<file path="src/rtl/fetch_pkg.sv">
// Shared types and constants for the instruction fetch front end.
package fetch_pkg;

    localparam int          ILEN    = 32;
    localparam logic [31:0] PC_STEP = 32'd4;

    typedef struct packed {
        logic [ILEN-1:0] pc;
        logic [ILEN-1:0] instr;
    } fetch_entry_t;

    // Instructions are word aligned; redirect targets drop the low byte-offset bits.
    function automatic logic [31:0] align_pc(input logic [31:0] addr);
        return {addr[31:2], 2'b00};
    endfunction

endpackage

</file>
<file path="src/rtl/fetch_queue.sv">
// Circular fetch queue: wrapping head/tail pointers, occupancy count, flush.
module fetch_queue
    import fetch_pkg::*;
#(
    parameter int DEPTH = 4
) (
    input  logic                     clk,
    input  logic                     reset,
    input  logic                     flush,
    input  logic                     push,
    input  fetch_entry_t             push_data,
    input  logic                     pop,
    output fetch_entry_t             head_data,
    output logic [$clog2(DEPTH):0]   count
);

    localparam int               PTR_W    = $clog2(DEPTH);
    localparam int               CNT_W    = PTR_W + 1;
    localparam logic [PTR_W-1:0] PTR_ONE  = PTR_W'(1);
    localparam logic [CNT_W-1:0] CNT_ONE  = CNT_W'(1);
    localparam logic [CNT_W-1:0] CNT_ZERO = CNT_W'(0);
    localparam logic [CNT_W-1:0] CNT_FULL = CNT_W'(DEPTH);

    fetch_entry_t     mem_q [DEPTH];
    fetch_entry_t     mem_d [DEPTH];
    logic [PTR_W-1:0] head_q, head_d;
    logic [PTR_W-1:0] tail_q, tail_d;
    logic [CNT_W-1:0] count_q, count_d;
    logic             pop_s, push_s;

    // Next-state for pointers, count and storage; flush discards everything.
    always_comb begin
        mem_d   = mem_q;
        head_d  = head_q;
        tail_d  = tail_q;
        count_d = count_q;
        pop_s   = pop && (count_q != CNT_ZERO);
        push_s  = push && ((count_q != CNT_FULL) || pop_s);
        if (flush) begin
            head_d  = PTR_W'(0);
            tail_d  = PTR_W'(0);
            count_d = CNT_ZERO;
        end else begin
            if (push_s) begin
                mem_d[tail_q] = push_data;
                tail_d        = tail_q + PTR_ONE;
            end else begin
                tail_d = tail_q;
            end
            if (pop_s) begin
                head_d = head_q + PTR_ONE;
            end else begin
                head_d = head_q;
            end
            case ({push_s, pop_s})
                2'b10:   count_d = count_q + CNT_ONE;
                2'b01:   count_d = count_q - CNT_ONE;
                default: count_d = count_q;
            endcase
        end
    end

    // Queue state registers.
    always_ff @(posedge clk) begin
        if (reset) begin
            head_q  <= PTR_W'(0);
            tail_q  <= PTR_W'(0);
            count_q <= CNT_ZERO;
            mem_q   <= '{default: fetch_entry_t'(64'h0)};
        end else begin
            head_q  <= head_d;
            tail_q  <= tail_d;
            count_q <= count_d;
            mem_q   <= mem_d;
        end
    end

    assign head_data = mem_q[head_q];
    assign count     = count_q;

endmodule

</file>
<file path="src/rtl/fetch_unit.sv">
// Instruction fetch unit: PC sequencing, redirect flush and a decoupling queue to decode.
// Optional macro FETCH_BYPASS_EN lets a fetch reach decode in its own cycle when the queue is empty.
module fetch_unit
    import fetch_pkg::*;
#(
    parameter int          FQ_DEPTH = 4,
    parameter logic [31:0] RESET_PC = 32'h0000_0000
) (
    input  logic        clk,
    input  logic        reset,
    input  logic        redirect_valid,
    input  logic [31:0] redirect_pc,
    output logic [31:0] imem_addr,
    input  logic [31:0] imem_data,
    output logic        out_valid,
    input  logic        out_ready,
    output logic [31:0] out_instr,
    output logic [31:0] out_pc
);

    localparam int               CNT_W    = $clog2(FQ_DEPTH) + 1;
    localparam logic [CNT_W-1:0] CNT_ZERO = CNT_W'(0);
    localparam logic [CNT_W-1:0] CNT_FULL = CNT_W'(FQ_DEPTH);

    logic [31:0]      pc_q, pc_d;
    logic [CNT_W-1:0] count_s;
    fetch_entry_t     head_s, fetch_s, out_entry_s;
    logic             live_s, flush_s, q_empty_s, bypass_s;
    logic             out_valid_s, q_pop_s, room_s, advance_s, push_s;

    // Fetch/deliver decisions; reset beats redirect, redirect beats any handshake.
    always_comb begin
        fetch_s.pc    = pc_q;
        fetch_s.instr = imem_data;
        live_s        = !reset && !redirect_valid;
        flush_s       = redirect_valid && !reset;
        q_empty_s     = (count_s == CNT_ZERO);
`ifdef FETCH_BYPASS_EN
        bypass_s      = live_s && q_empty_s;
`else
        bypass_s      = 1'b0;
`endif
        out_valid_s   = live_s && (!q_empty_s || bypass_s);
        if (bypass_s) begin
            out_entry_s = fetch_s;
        end else if (out_valid_s) begin
            out_entry_s = head_s;
        end else begin
            out_entry_s = fetch_entry_t'(64'h0);
        end
        q_pop_s = out_valid_s && out_ready && !bypass_s;
        // A full queue still accepts a fetch when its head leaves this cycle.
        room_s  = (count_s != CNT_FULL) || q_pop_s;
        if (bypass_s) begin
            advance_s = 1'b1;
            push_s    = !out_ready;
        end else begin
            advance_s = live_s && room_s;
            push_s    = advance_s;
        end
        if (reset) begin
            pc_d = RESET_PC;
        end else if (redirect_valid) begin
            pc_d = align_pc(redirect_pc);
        end else if (advance_s) begin
            pc_d = pc_q + PC_STEP;
        end else begin
            pc_d = pc_q;
        end
    end

    // Fetch PC register.
    always_ff @(posedge clk) begin
        if (reset) begin
            pc_q <= RESET_PC;
        end else begin
            pc_q <= pc_d;
        end
    end

    fetch_queue #(
        .DEPTH (FQ_DEPTH)
    ) u_queue (
        .clk       (clk),
        .reset     (reset),
        .flush     (flush_s),
        .push      (push_s),
        .push_data (fetch_s),
        .pop       (q_pop_s),
        .head_data (head_s),
        .count     (count_s)
    );

    assign imem_addr = pc_q;
    assign out_valid = out_valid_s;
    assign out_pc    = out_entry_s.pc;
    assign out_instr = out_entry_s.instr;

endmodule

</file>
<file path="config.mk">
export PLATFORM = sky130hd
export DESIGN_NAME = fetch_unit
export DESIGN_NICKNAME = d
export VERILOG_FILES = /design/src/rtl/fetch_pkg.sv /design/src/rtl/fetch_queue.sv /design/src/rtl/fetch_unit.sv
export SDC_FILE = /design/constraint.sdc
export NUM_CORES = 1
export LEC_CHECK = 0
export CORE_MARGIN = 1.5
export CORE_UTILIZATION = 40
export CTS_CLUSTER_SIZE = 10
export DETAILED_ROUTE_END_ITERATION = 16
export PLACE_DENSITY = 0.66
export SLEW_MARGIN = 20
export SYNTH_ARGS = -nofsm -noshare
export SYNTH_HDL_FRONTEND = slang
export SYNTH_SLANG_ARGS = --single-unit
</file>
<file path="constraint.sdc">
create_clock -name clk -period 4.94 [get_ports clk]
set_input_delay 0.988 -clock clk [delete_from_list [all_inputs] [get_ports clk]]
set_output_delay 0.988 -clock clk [all_outputs]
set_load 0.05 [all_outputs]
</file>
Word level (Yosys, flattened, before mapping)
Cells that the tools add are included.

operators by class
  $add $sub $neg = 5
  order comparisons = 3
  eq/ne operators = 3
  muxes and demuxes = 10
  bitwise logic cells = 3
  reductions and logical operators = 20

operator list
  operator                                                                       number
  256-bit bitwise mux                                                            1
  64-bit two-way mux                                                             4
  64-bit binary-select mux with 2-bit select                                     1
  64-bit demux with 2-bit select                                                 1
  32-bit two-way mux                                                             2
  32-bit by 3-bit adder with 32-bit output (second input constant)               1
  1-bit logical AND                                                              8
  3-bit greater-or-equal comparator (second input constant)                      2
  2-bit inverter with 3-bit output                                               2
  3-bit one-hot mux with 2 select lines                                          1
  2-bit by 1-bit adder with 2-bit output (second input constant)                 2
  2-bit nonzero test                                                             2
  2-bit OR reduction                                                             2
  3-bit by 1-bit adder with 3-bit output (second input constant)                 1
  1-bit logical NOT                                                              3
  3-bit logical NOT                                                              1
  3-bit by 1-bit less-than comparator with 1-bit output (second input constant)  1
  3-bit != test (second input constant)                                          1
  3-bit nonzero test                                                             1
  3-bit by 1-bit subtractor with 3-bit output (second input constant)            1
  2-bit by 1-bit equality test with 1-bit output (second input constant)         1
  2-bit equality test (second input constant)                                    1
  1-bit logical OR                                                               2
  2-bit AND reduction                                                            1
  1-bit inverter                                                                 1

storage, ports and cells
  bits in registers = 295
  input port bits = 68
  output and inout port bits = 97
  logic and storage cells = 57

Logic depth before layout (Yosys ltp)
  word-level depth = 9
  depth in mapped cells = 10
  gate-level depth less buffers = 9

Cells and area by module
From an unflattened synthesis, not the netlist that was laid out.

unflattened totals
  cell total of the unflattened synthesis = 1323
  area total of the unflattened synthesis = 14345.0 sq um

by module, submodules not included
  module       times used  cells an instance  area an instance (sq um)  sequential area each (sq um)
  fetch_queue  1           1026               12056.6                   5265.0
  fetch_unit   1           297                2288.4                    600.6

Worst setup path before layout
OpenSTA, ideal clock, no wires.

  path type = input port to output port
  start point = in reset
  end point = out out_pc[22]
  arrival time = 2.662 ns
  data required time = 3.952 ns
  slack = 1.290 ns
  stages on the path = 5
  buffers on the path = 2
  path through = clkbuf_1 > or2_1 > a21oi_1 > clkbuf_1 > and2_1

on the way
  longest elaborated chain between the ends = 4

ends and longest elaborated chain
  item                line              text
  start, declared     fetch_unit.sv:10  input logic reset,
  1-bit logical NOT   fetch_unit.sv:35  live_s = !reset && !redirect_valid;
  1-bit logical AND   fetch_unit.sv:35
  1-bit logical AND   fetch_unit.sv:43  out_valid_s = live_s && (!q_empty_s || bypass_s);
  via out_valid       fetch_unit.sv:15  output logic out_valid,
  64-bit two-way mux  fetch_unit.sv:46  end else if (out_valid_s) begin
  end, declared       fetch_unit.sv:18  output logic [31:0] out_pc

The timed path passes the listed nets, and every way through them passes these cells.

Worst setup path after layout
  start point = in redirect_valid
  end point = out out_instr[3]

on the way
  longest elaborated chain between the ends = 4

ends and longest elaborated chain
  item                line              text
  start, declared     fetch_unit.sv:11  input logic redirect_valid,
  1-bit logical NOT   fetch_unit.sv:35
  1-bit logical AND   fetch_unit.sv:35
  1-bit logical AND   fetch_unit.sv:43
  64-bit two-way mux  fetch_unit.sv:46
  end, declared       fetch_unit.sv:17  output logic [31:0] out_instr,

Every way passes these cells.

==> out/metrics.yaml <==
required_ns: 3.95
tns_ns: 0
final_common_cell: "nand2_1"
post-route-util_pct: 51.89
holdWs_ns: 0.4501
ys_ff_latch: 285
power.leakage_nw: 5.356
ys_types: 46
synth-async-reset-ratio_pct: 0
placed_cells: 1955
drc_errors: 0
die-area_mm2: 0.03267
io_pins: 165
final_max_slew_viol_count: 0
synth_edf_count: 0
yosys_warnings: 0
antenna_cells: 0
finalPower_mw: 5.032
path_max_fanout: 38
clockRootBuffer: "clkbuf_16"
start_kind: "input pin"
fin_crit_ns: 3.863
fmax_mhz: 258.9
grt_pass1_vias: 10600
layout-drive-gt1-share_pct: 13.25
finalNonFillerCells: 1996
grt_usage_pct: 21.83
met2_length_mm: 17.02
worst_pin_slew_ns: 1.101
setup_ws_ns: 1.077
endpoint_kind: "output port"
num-fill-cells: 2809
cts_buffer_depth: 3
drt_first_pass_iters: 5
start_util_pct: 40.99
finalHoldViolations: 0
crit_arrival_ns: 2.87
htreeDepth: 2
critical_path_class: "in2out"
ys.flop_type: "dfxtp_1"
dr.max_layer_used: "met5"
avgViaCountPerCell: 5.423
nNetsFinal: 1671
antenna_found_initial: 1
clk_pin_slew_worst_paths_ns: 0.05
place_ws_ns: 1.061
postLayoutCellArea_mm2: 0.01600
area_growth_pct: 26.60
dpl_cell_area_mm2: 0.01504
avgRoutedWirePerCell_um: 17.91
max_cap_violations: 0
hp-class: "reg2reg"
dpl.hpwl_mm: 21.76
post-route-period-util_pct: 78.20
core-area_mm2: 0.03083
drt-total-wl_mm: 35.75
grt_pass1_wl_mm: 57.28
rows: 64
postCtsSetupRepairBufs: 0
ant_nets: 0
fin_worst_skew_ns: 0.01203
portBuffers: 158
cts_hold_buffers: 0
reg2reg_slack_ns: 2.16
mostFrequentLayoutCells: "521 x nand2_1, 283 x dfxtp_1, 260 x a21oi_1, 94 x clkdlybuf4s50_1"
cellPowerDensity_mw_per_mm2: 314.6
clock_sinks: 285
status: "complete, no violations"
slew-limit-headroom_pct: 26.61
grt_overflow: 0
synth_area_mm2: 0.01264
wl_met1_mm: 15.70
setup_violations: 0
fp.dieW_um: 180.7
peakVddDrop_v: 0.0001706
syn_avg_cell_area_um2: 8.368
fp.dieH_um: 180.7
place.gp.congestion: 0.8087
syn_inst: 1510
ys_seq_area_share_pct: 45.15
numCtsBuffers: 34
cts_tree: "yes"
rsz0062_at_grt: "false"
grt_max_degree: 89
drtIter0Drc: 772
vias: 10820
wl_met3_mm: 2.360
clock_latency_ns: 0.50
ctsResizeCount: 0
cells by family (layout without fill, tap and decap cells):
logic type / count (synthesis) / count (layout) / share of synthesized area (%)
and+or+nand+nor: 686 / 686 / 23.83
AOI/OAI and AO/OA: 287 / 287 / 11.79
DFF: 285 / 285 / 45.15
buffers and inverters: 146 / 233 / 4.872
muxes: 67 / 67 / 11.45
xor gates and xnor gates: 30 / 30 / 2.079
adders and majority gates: 8 / 8 / 0.7922
other: 1 / 4 / 0.02968
critical path: stages:
cell and delay (ns):
clkdlybuf4s50_1 0.45, or2_1 0.46, a21oi_4 0.21, buf_4 0.35, and2_1 0.25, buf_12 0.15
where the power goes:
part	internal [mW]	total [mW]	leakage [nW]	switching [mW]
Combinational	0.148	0.383	2.57	0.235
Clock	1.35	2.24	0.473	0.892
Sequential	2.35	2.41	2.31	0.0650
layer usage:
metal  vias up  track usage, %
li1       5187               -
met1      5205           29.32
met2       369           36.23
met3        61           3.810
met4         2           5.882
met5         -               0
cell usage after synthesis, types with 2 or more instances:
master / count / area [um^2]
nand2_1: 525 / 1971
dfxtp_1: 285 / 5705
a21oi_1: 261 / 1306
clkbuf_1: 91 / 341.6
and2_1: 66 / 412.9
mux4_2: 62 / 1396
buf_2: 42 / 210.2
nor2_1: 33 / 123.9
xnor2_1: 17 / 148.9
nand4_1: 15 / 93.84
a211oi_1: 13 / 97.59
xor2_1: 13 / 113.9
and3_1: 11 / 68.82
nand3_1: 9 / 45.04
and4_1: 8 / 70.07
ha_1: 8 / 100.1
inv_1: 8 / 30.03
mux2i_1: 5 / 50.05
buf_4: 4 / 30.03
o21ai_1: 3 / 15.01
nand4_4: 2 / 42.54
o211ai_1: 2 / 15.01
o21a_1: 2 / 15.01
o21ai_0: 2 / 10.01
o22ai_1: 2 / 12.51
area by class of cell:
class / instances / area [um^2] / area share, %
clock buffer: 41 / 960.9 / 6.007
inverter: 9 / 33.78 / 0.2112
multi-input combinational: 1082 / 6352 / 39.71
sequential: 285 / 5713 / 35.71
tap: 396 / 495.5 / 3.097
timing repair buffer: 183 / 2441 / 15.26
worst paths after layout:
check | startpoint | endpoint | depth (start not counted)
hold reg to reg | u_queue.mem_q[108]$_SDFFE_PP0P_ | u_queue.mem_q[108]$_SDFFE_PP0P_ | 2
hold / removal | u_queue.mem_q[108]$_SDFFE_PP0P_ | u_queue.mem_q[108]$_SDFFE_PP0P_ | 2
setup reg to reg | u_queue.count[0]$_SDFFE_PP0P_ | u_queue.mem_q[19]$_SDFFE_PP0P_ | 7
setup / recovery | redirect_valid | out_instr[3] | 6
flip-flops by register name, summed over array words and instances, names as in the netlist:
signal,count
u_queue.mem_q,248
imem_addr,30
u_queue.head_q,2
u_queue.count,3
u_queue.tail_q,2
Power figures use the tool's default switching activity.
